$ cat src/rtl/puf_response_reader.sv
// puf_response_reader: runs one split-counter race per response bit and
// assembles the winners into a RESP_BITS-wide response word.
// Optional feature macro: PUF_TIMEOUT_EN adds a RUN-state watchdog that
// forces a 0 bit and raises a sticky timeout_err when no counter finishes.
module puf_response_reader #(
   parameter int unsigned RESP_BITS   = 32,
   parameter int unsigned TIMEOUT_CYC = 4095
) (
   input  logic                 clk,
   input  logic                 reset,
   input  logic                 start,
   input  logic                 fin_a,
   input  logic                 fin_b,
   input  logic [21:0]          cnt_a,
   input  logic [21:0]          cnt_b,
   output logic                 cnt_clear,
   output logic                 cnt_enable,
   output logic [4:0]           sel,
   output logic [RESP_BITS-1:0] resp,
   output logic                 resp_valid,
   input  logic                 resp_ready,
   output logic                 busy,
   output logic                 timeout_err
);

   localparam int unsigned IDX_W = (RESP_BITS > 1) ? $clog2(RESP_BITS) : 1;

   typedef enum logic [2:0] {
      IDLE    = 3'd0,
      CLEAR   = 3'd1,
      RUN     = 3'd2,
      COMPARE = 3'd3,
      DONE    = 3'd4
   } state_t;

   state_t               state_q;
   state_t               state_d;
   logic [IDX_W-1:0]     idx_q;
   logic [IDX_W-1:0]     idx_d;
   logic [RESP_BITS-1:0] resp_d;
   logic                 bit_q;
   logic                 bit_d;
   logic                 race_bit;
   logic                 wd_expire;

`ifdef PUF_TIMEOUT_EN
   localparam int unsigned WD_W = $clog2(TIMEOUT_CYC + 1);

   logic [WD_W-1:0] wd_q;
   logic [WD_W-1:0] wd_d;
   logic            terr_q;
   logic            terr_d;

   // Watchdog fires on the last allowed RUN cycle so RUN lasts exactly TIMEOUT_CYC cycles
   assign wd_expire   = (wd_q == WD_W'(TIMEOUT_CYC - 1));
   assign timeout_err = terr_q;

   // Watchdog counter and sticky error flag
   always_ff @(posedge clk or posedge reset) begin
      if (reset) begin
         wd_q   <= '0;
         terr_q <= 1'b0;
      end else begin
         wd_q   <= wd_d;
         terr_q <= terr_d;
      end
   end
`else
   logic [31:0] unused_timeout_cfg;

   assign unused_timeout_cfg = 32'(TIMEOUT_CYC);
   assign wd_expire          = 1'b0;
   assign timeout_err        = 1'b0;
`endif

   // Race winner: a lone finisher decides; a simultaneous finish goes to the larger count
   always_comb begin
      race_bit = 1'b0;
      if (fin_a && !fin_b) begin
         race_bit = 1'b1;
      end else if (fin_a && fin_b) begin
         race_bit = (cnt_a > cnt_b);
      end
   end

   // Next-state and next-value logic for the sequencer
   always_comb begin
      state_d = state_q;
      idx_d   = idx_q;
      resp_d  = resp;
      bit_d   = bit_q;
`ifdef PUF_TIMEOUT_EN
      wd_d    = wd_q;
      terr_d  = terr_q;
`endif
      unique case (state_q)
         IDLE: begin
            if (start) begin
               state_d = CLEAR;
               idx_d   = '0;
               resp_d  = '0;
`ifdef PUF_TIMEOUT_EN
               terr_d  = 1'b0;
`endif
            end
         end
         CLEAR: begin
            state_d = RUN;
`ifdef PUF_TIMEOUT_EN
            wd_d    = '0;
`endif
         end
         RUN: begin
`ifdef PUF_TIMEOUT_EN
            wd_d = WD_W'(wd_q + 1'b1);
`endif
            if (fin_a || fin_b) begin
               bit_d   = race_bit;
               state_d = COMPARE;
            end else if (wd_expire) begin
               bit_d   = 1'b0;
               state_d = COMPARE;
`ifdef PUF_TIMEOUT_EN
               terr_d  = 1'b1;
`endif
            end
         end
         COMPARE: begin
            resp_d[idx_q] = bit_q;
            if (idx_q == IDX_W'(RESP_BITS - 1)) begin
               state_d = DONE;
            end else begin
               idx_d   = IDX_W'(idx_q + 1'b1);
               state_d = CLEAR;
            end
         end
         DONE: begin
            if (resp_ready) begin
               state_d = IDLE;
            end
         end
         default: begin
            state_d = IDLE;
         end
      endcase
   end

   // State register; outputs are registered decodes of the next state
   always_ff @(posedge clk or posedge reset) begin
      if (reset) begin
         state_q    <= IDLE;
         idx_q      <= '0;
         resp       <= '0;
         bit_q      <= 1'b0;
         cnt_clear  <= 1'b0;
         cnt_enable <= 1'b0;
         resp_valid <= 1'b0;
         busy       <= 1'b0;
      end else begin
         state_q    <= state_d;
         idx_q      <= idx_d;
         resp       <= resp_d;
         bit_q      <= bit_d;
         cnt_clear  <= (state_d == CLEAR);
         cnt_enable <= (state_d == RUN);
         resp_valid <= (state_d == DONE);
         busy       <= (state_d != IDLE);
      end
   end

   assign sel = 5'(idx_q);

endmodule

$ cat config.mk
export PLATFORM = sky130hd
export DESIGN_NAME = puf_response_reader
export DESIGN_NICKNAME = d
export VERILOG_FILES = /design/src/rtl/puf_response_reader.sv
export SDC_FILE = /design/constraint.sdc
export NUM_CORES = 1
export LEC_CHECK = 0
export BUFFER_PORTS_ARGS = -buffer_cell sky130_fd_sc_hd__buf_2
export CAP_MARGIN = 30
export CORE_UTILIZATION = 35
export CTS_BUF_LIST = sky130_fd_sc_hd__clkbuf_4
export DETAILED_ROUTE_END_ITERATION = 7
export PLACE_DENSITY = 0.65
export SYNTH_ARGS = -nofsm -noshare
export SYNTH_HDL_FRONTEND = slang
export SYNTH_SLANG_ARGS = --single-unit
$ cat constraint.sdc
create_clock -name clk -period 2 [get_ports clk]
set_clock_uncertainty 0.05 [all_clocks]
set_input_delay 0.2 -clock clk [delete_from_list [all_inputs] [get_ports clk]]
set_output_delay 0.2 -clock clk [all_outputs]
set_load 0.01 [all_outputs]
==> impl_metrics.toml, run 1 <==
[synthesis]
synthMuxAreaShare = 0.0111
avgSynthCellArea_um2 = 8.70
async_reset_ff_frac = 1.00
yosysTopAreaCell = "dfrtp_1"
synth-compound-area-share = 0.212
syn_inst = 311
synth_area_leaders = "dfrtp_1 42%, ha_1 12%, o21ai_1 8.9%, a21oi_1 6.3%, inv_1 4.4%"
ys_ff_latch = 45
ys_types = 42
yosys.area_share.simple = 0.146
synth-xor-area-share = 0.00648
synth_area_um2 = 2710
yosys.area_share.adder = 0.125
yosysTopAreaCellShare = 0.416
synth_warnings = 0
synth_top_family_by_area = "compound AO/OA/AOI/OAI gates"
synth_edf_count = 0
syn_nets = 388
ys_seq_area_frac = 0.416
synth_ff_type = "dfrtp_1"

[worst_setup_path]
r2r_start = "sel[1]$_DFFE_PP0P_"
critPathMaxFanout = 5
cp-end-kind = "register"
crit_type = "reg2reg"
max_stage_delay_ns = 0.44
crit_path_start_kind = "register"
cp_num_buf_inv = 0
crit_required_ns = 2.21
crit_chain = "ha_2 -> and3_1 -> ha_2 -> a21oi_1 -> a31o_2 -> or3_1"
reg2reg_setup_slack_ns = 0.13
cp_common_cell = "ha_2"
cp_top_family = "simple AND/OR/NAND/NOR gates"
rr_endpoint = "busy$_DFF_PP0_"
cp.arrival_ns = 2.08
critical_path_depth = 6
cpMaxStageDelayCell = "dfrtp_1"
reg2regPathDepth = 6

[status]
outcome = "finished, final reports clean"

[placed_design]
place_ws_ns = 0.168
placed_cell_area_um2 = 3270
gp_congestion = 0.773
post-place-cells = 495
dp_hpwl_um = 4940
portBuffers = 90

[route]
viasPerCell = 4.90
drc_errors = 0
avgRoutedWirePerCell_um = 12.8
vias = 2470
ant_nets = 0
drt_iter0_markers = 70
wl_um = 6440
first_pass_iters = 5

[floorplanning]
dieArea_um2 = 8080
fp-row-count = 31
initial_core_util = 0.367
die_h_um = 89.9
die_w_um = 89.9
ios = 92
coreArea_um2 = 7370

[clocking]
clk_latency_ns = 0.36
cts_buffers = 5
clkSinkCount = 45
cts_max_level = 2
cts.path.max_buffers = 2
post_cts_buffers = 0
cts_tree = "yes"
root_buffer = "clkbuf_4"
clkTransAtPathRegs_ns = 0.13

[timing]
finalCritPeriodShare = 0.937
fin_ws_ns = 0.125
drv_slew = 0
rsz0062_at_grt = "no"
worstMarginPinSlew_ns = 0.573
whs_ns = 0.0882
fin_tns_setup_ns = 0
max_slew_margin = 0.615
setup_violations = 0
hold_viol = 0
fmax_mhz = 533
fin_crit_ns = 1.87

[pwr]
power_mw = 3.34
switching_share = 0.429
power_per_cell_area_nw_per_um2 = 992
power_switching_mw = 1.43
p_int_mw = 1.91
p_comb_frac = 0.480
ir_drop_v = 0.000382
power_frac_clock = 0.170
leakagePower_nw = 1.78
seqPwrFrac = 0.350

[global_routing]
grt.total_usage = 0.164
grt-ovfl-total = 0
grt_first_pass_wirelength_um = 10800
grt_pass1_vias = 2373
grt_max_degree = 46
antenna_found_initial = 0

[layout]
fin_nets = 481
final_common_cell = "buf_2"
area_growth_pct = 24.3
fin_util = 0.456
drive_gt1_frac = 0.289
layout_common_cells = "90 x buf_2, 48 x o21ai_1, 45 x dfrtp_1, 34 x a21oi_1, 32 x inv_1"
n_antenna_cell = 0
stdcell_count = 504
fin_area_um2 = 3360

[worst_hold_path]
hold_path_depth = 3
worstHoldEndpoint = "resp_valid$_DFF_PP0_"
hp-class = "in2reg"
min_from = "resp_ready"

[run]
cap_violations = 0
## layout make-up
type	count	area (um^2)
well taps	99	124
clock buffers	5	37.5
repair buffers	103	551
clock inverters	3	41.3
inverters	32	120
flip-flops and latches	45	1130
multi-input cells	217	1360
fillers	739	4010
## routing by layer
layer / wire (um) / up-vias / global-route usage
met3: 381 / 7 / 0.0431
met4: 65 / 0 / 0.0363
met5: 0 / - / 0
li1: - / 1273 / -
met1: 2980 / 1104 / 0.211
met2: 3020 / 86 / 0.278
## power groups by stage
stage	logic [mW]	clock network [mW]	registers, mW
3_5_place_dp	1.60	0	1.19
4_1_cts	1.61	0.574	1.17
6_report	1.60	0.569	1.17
2_1_floorplan	1.11	0	1.21
3_3_place_gp	1.59	0	1.18
5_1_grt	1.78	0.617	1.18
## cells by family (layout without fill, tap and decap cells)
family / Yosys count / count (layout)
compound gates: 108 / 108
simple gates: 76 / 76
buf+inv: 49 / 143
flops: 45 / 45
fa+ha+maj: 27 / 27
mux: 3 / 3
xor+xnor: 2 / 2
other cells: 1 / 1
## flip-flops by register name, indices dropped and copies added (netlist names)
register and count:
cnt_enable 1, bit_q 1, busy 1, resp 32, cnt_clear 1, state_q 3, resp_valid 1, sel 5
## worst min-delay path: cells and delay by family
family,cells,cell delay (ns)
and+or+nand+nor,1,0.10
buffers and inverters,1,0.08
AOI/OAI and AO/OA,1,0.08
## repair_timing
| item | in CTS | in global routing |
|---|---|---|
| hold buffers | 1 | 0 |
| gates resized for setup | 0 | 0 |
| endpoints found under the hold margin | 45 | 0 |
## cells in the mapped netlist (2+ instances only)
cell      count
o21ai_1      48
dfrtp_1      45
a21oi_1      34
inv_1        32
ha_1         27
nand2_1      26
o21ai_0      13
clkbuf_1     10
nand3_1      10
nor2_1       10
nand4_1       6
nand2b_1      5
a31oi_1       4
buf_6         4
mux2i_1       3
and2_1        2
and3_1        2
buf_2         2
nor2b_1       2
nor3_1        2
nor4_1        2
xor2_1        2
## worst max-delay path by stage
stage / from / to / slack [ns]
after floorplan: sel[2]$_DFFE_PP0P_ / busy$_DFF_PP0_ / 0.01
after global placement: sel[0]$_DFFE_PP0P_ / busy$_DFF_PP0_ / 0.21
after detailed placement: sel[1]$_DFFE_PP0P_ / busy$_DFF_PP0_ / 0.17
after CTS: sel[1]$_DFFE_PP0P_ / busy$_DFF_PP0_ / 0.13
after global routing: sel[1]$_DFFE_PP0P_ / busy$_DFF_PP0_ / 0.03
final: sel[1]$_DFFE_PP0P_ / busy$_DFF_PP0_ / 0.13
No activity file was read; power rests on OpenSTA's default activity.
==> run 2: changes to the inputs <==
--- a/config.mk
+++ b/config.mk
@@ -5,12 +5,14 @@
 export SDC_FILE = /design/constraint.sdc
 export NUM_CORES = 1
 export LEC_CHECK = 0
+export ABC_AREA = 1
 export BUFFER_PORTS_ARGS = -buffer_cell sky130_fd_sc_hd__buf_2
 export CAP_MARGIN = 30
 export CORE_UTILIZATION = 35
 export CTS_BUF_LIST = sky130_fd_sc_hd__clkbuf_4
 export DETAILED_ROUTE_END_ITERATION = 7
 export PLACE_DENSITY = 0.65
+export SLEW_MARGIN = 15
 export SYNTH_ARGS = -nofsm -noshare
 export SYNTH_HDL_FRONTEND = slang
 export SYNTH_SLANG_ARGS = --single-unit
==> impl_metrics.toml, run 2 <==
[worst_setup_path]
cp_top_family = "simple AND/OR/NAND/NOR gates"
crit_path_start_kind = "register"
rr_endpoint = "sel[3]$_DFFE_PP0P_"
cp-end-kind = "register"
r2r_start = "sel[1]$_DFFE_PP0P_"
crit_required_ns = 2.20
cpMaxStageDelayCell = "dfrtp_1"
cp_num_buf_inv = 2
crit_chain = "ha_1 -> nand2_1 -> nor2_1 -> ha_1 -> inv_1 -> nand2_1 -> nand2_2 -> inv_2 -> nor2_4 -> nand3_2 -> o21ai_1 -> a21oi_1"
reg2regPathDepth = 12
critical_path_depth = 12
reg2reg_setup_slack_ns = 0.18
crit_type = "reg2reg"
cp.arrival_ns = 2.02
critPathMaxFanout = 5
max_stage_delay_ns = 0.46

[clocking]
root_buffer = "clkbuf_4"
clkTransAtPathRegs_ns = 0.13
cts_max_level = 2
cts.repair.resized = 0
cts.hold.buffers_added = 1
post_cts_buffers = 0
clk_latency_ns = 0.35
cts.path.max_buffers = 2
clkSinkCount = 45
cts_tree = "yes"
cts_buffers = 5

[worst_hold_path]
worstHoldEndpoint = "bit_q$_DFFE_PP0P_"
hold_path_depth = 4
hp-class = "in2reg"
min_from = "fin_b"

[synthesis]
yosysTopAreaCell = "dfrtp_1"
synth_warnings = 0
synth_top_family_by_area = "simple AND/OR/NAND/NOR gates"
ys_ff_latch = 45
yosysTopAreaCellShare = 0.396
syn_nets = 441
synth_area_leaders = "dfrtp_1 40%, nand2_1 13%, ha_1 12%, inv_1 7.0%, o21ai_0 6.2%"
ys_types = 31
synth-xor-area-share = 0
synth_ff_type = "dfrtp_1"
synth_edf_count = 0
avgSynthCellArea_um2 = 7.81
yosysMostFrequentCell = "nand2_1"
async_reset_ff_frac = 1.00
ys_seq_area_frac = 0.396
synthMuxAreaShare = 0
synth_common_cells = "101 x nand2_1, 53 x inv_1, 45 x dfrtp_1"
yosys.area_share.adder = 0.119
synth-compound-area-share = 0.173
synth_area_um2 = 2840
syn_inst = 364
yosys.area_share.simple = 0.206

[layout]
area_growth_pct = 21.6
final_common_cell = "nand2_1"
drive_gt1_frac = 0.254
layout_common_cells = "101 x nand2_1, 90 x buf_2, 52 x inv_1, 45 x dfrtp_1, 35 x o21ai_0"
largest_reg_flops = 32
largest-register = "resp"
num-fill-cells = 847
fin_nets = 533
n_antenna_cell = 0

[placed_design]
place_ws_ns = 0.212
dp_hpwl_um = 5080
portBuffers = 90
gp_congestion = 0.811

[route]
avgRoutedWirePerCell_um = 12.2
viasPerCell = 4.78
drt_iter0_markers = 122
ant_nets = 0
wl_um = 6840
vias = 2670
drc_errors = 0
first_pass_iters = 4

[global_routing]
grt.total_usage = 0.171
met1_usage = 0.225
use_met2 = 0.288
grt_max_degree = 46
antenna_found_initial = 0
grt_pass1_vias = 2643
grt_first_pass_wirelength_um = 11800
top_usage_layer = "met2"
met3_usage = 0.0357
grt-ovfl-total = 0

[pwr]
leakagePower_nw = 1.90
power_per_cell_area_nw_per_um2 = 994
ir_drop_v = 0.000464

[timing]
max_slew_margin = 0.611
setup_violations = 0
worstMarginPinSlew_ns = 0.583
fin_tns_setup_ns = 0
fin_ws_ns = 0.182
fmax_mhz = 550
hold_viol = 0
finalCritPeriodShare = 0.909
drv_slew = 0
fin_crit_ns = 1.82
rsz0062_at_grt = "no"

[floorplanning]
coreArea_um2 = 7810
die_h_um = 92.1
die_w_um = 92.1
ios = 92
dieArea_um2 = 8480
initial_core_util = 0.364
fp-row-count = 32

[status]
outcome = "finished, final reports clean"

[run]
cap_violations = 0
[run 2: final cells by class]
class	count	area (um^2)	share of cell area
Multi-Input combinational cell	251	1420	0.410
Sequential cell	45	1130	0.326
Timing Repair Buffer	99	520	0.151
Inverter	54	203	0.0587
Tap cell	102	128	0.0369
Clock buffer	8	60.1	0.0174
[run 2: worst min-delay path, delay by kind of cell]
kind,cells,cell delay [ns]
buffers and inverters,1,0.09
and+or+nand+nor,3,0.16
[run 2: per-layer routing]
| layer | vias to the layer above | routed length [um] |
|---|---|---|
| met5 | - | 0 |
| met4 | 0 | 63 |
| met3 | 9 | 333 |
| met2 | 65 | 3230 |
| met1 | 1224 | 3210 |
| li1 | 1372 | - |
[run 2: how the worst max path moves through the flow]
stage                                  start                  to  slack (ns)
after floorplan           sel[1]$_DFFE_PP0P_      busy$_DFF_PP0_        0.07
after global placement    sel[1]$_DFFE_PP0P_  sel[3]$_DFFE_PP0P_        0.27
after detailed placement  sel[1]$_DFFE_PP0P_      busy$_DFF_PP0_        0.21
after CTS                 sel[1]$_DFFE_PP0P_  sel[3]$_DFFE_PP0P_        0.20
after global routing      sel[1]$_DFFE_PP0P_  sel[3]$_DFFE_PP0P_        0.01
final                     sel[1]$_DFFE_PP0P_  sel[3]$_DFFE_PP0P_        0.18
[run 2: power breakdown]
group | switching, mW | internal (mW) | total (mW)
logic | 1.22 | 0.563 | 1.79
clock network | 0.288 | 0.181 | 0.470
registers | 0.107 | 1.07 | 1.18
[run 2: per-stage QoR]
stage / instances / total power, mW / instance area [um^2] / utilization / hold slack (ns)
after global routing: 559 / 3.76 / 3450 / 0.442 / 0.0755
final: 559 / 3.43 / 3450 / 0.442 / 0.0591
after CTS: 559 / 3.46 / 3450 / 0.442 / 0.0456
after detailed placement: 550 / 2.98 / 3380 / 0.433 / 0.339
after global placement: 550 / 2.95 / 3380 / 0.433 / 0.332
after floorplan: 364 / 2.49 / 2840 / - / 0.306
[run 2: logic make-up after synthesis]
logic type,Yosys count
adder cells (fa/ha/maj),27
AO/OA/AOI/OAI,81
flip-flops,45
other,1
AND/OR/NAND/NOR,142
buffers and inverters,68
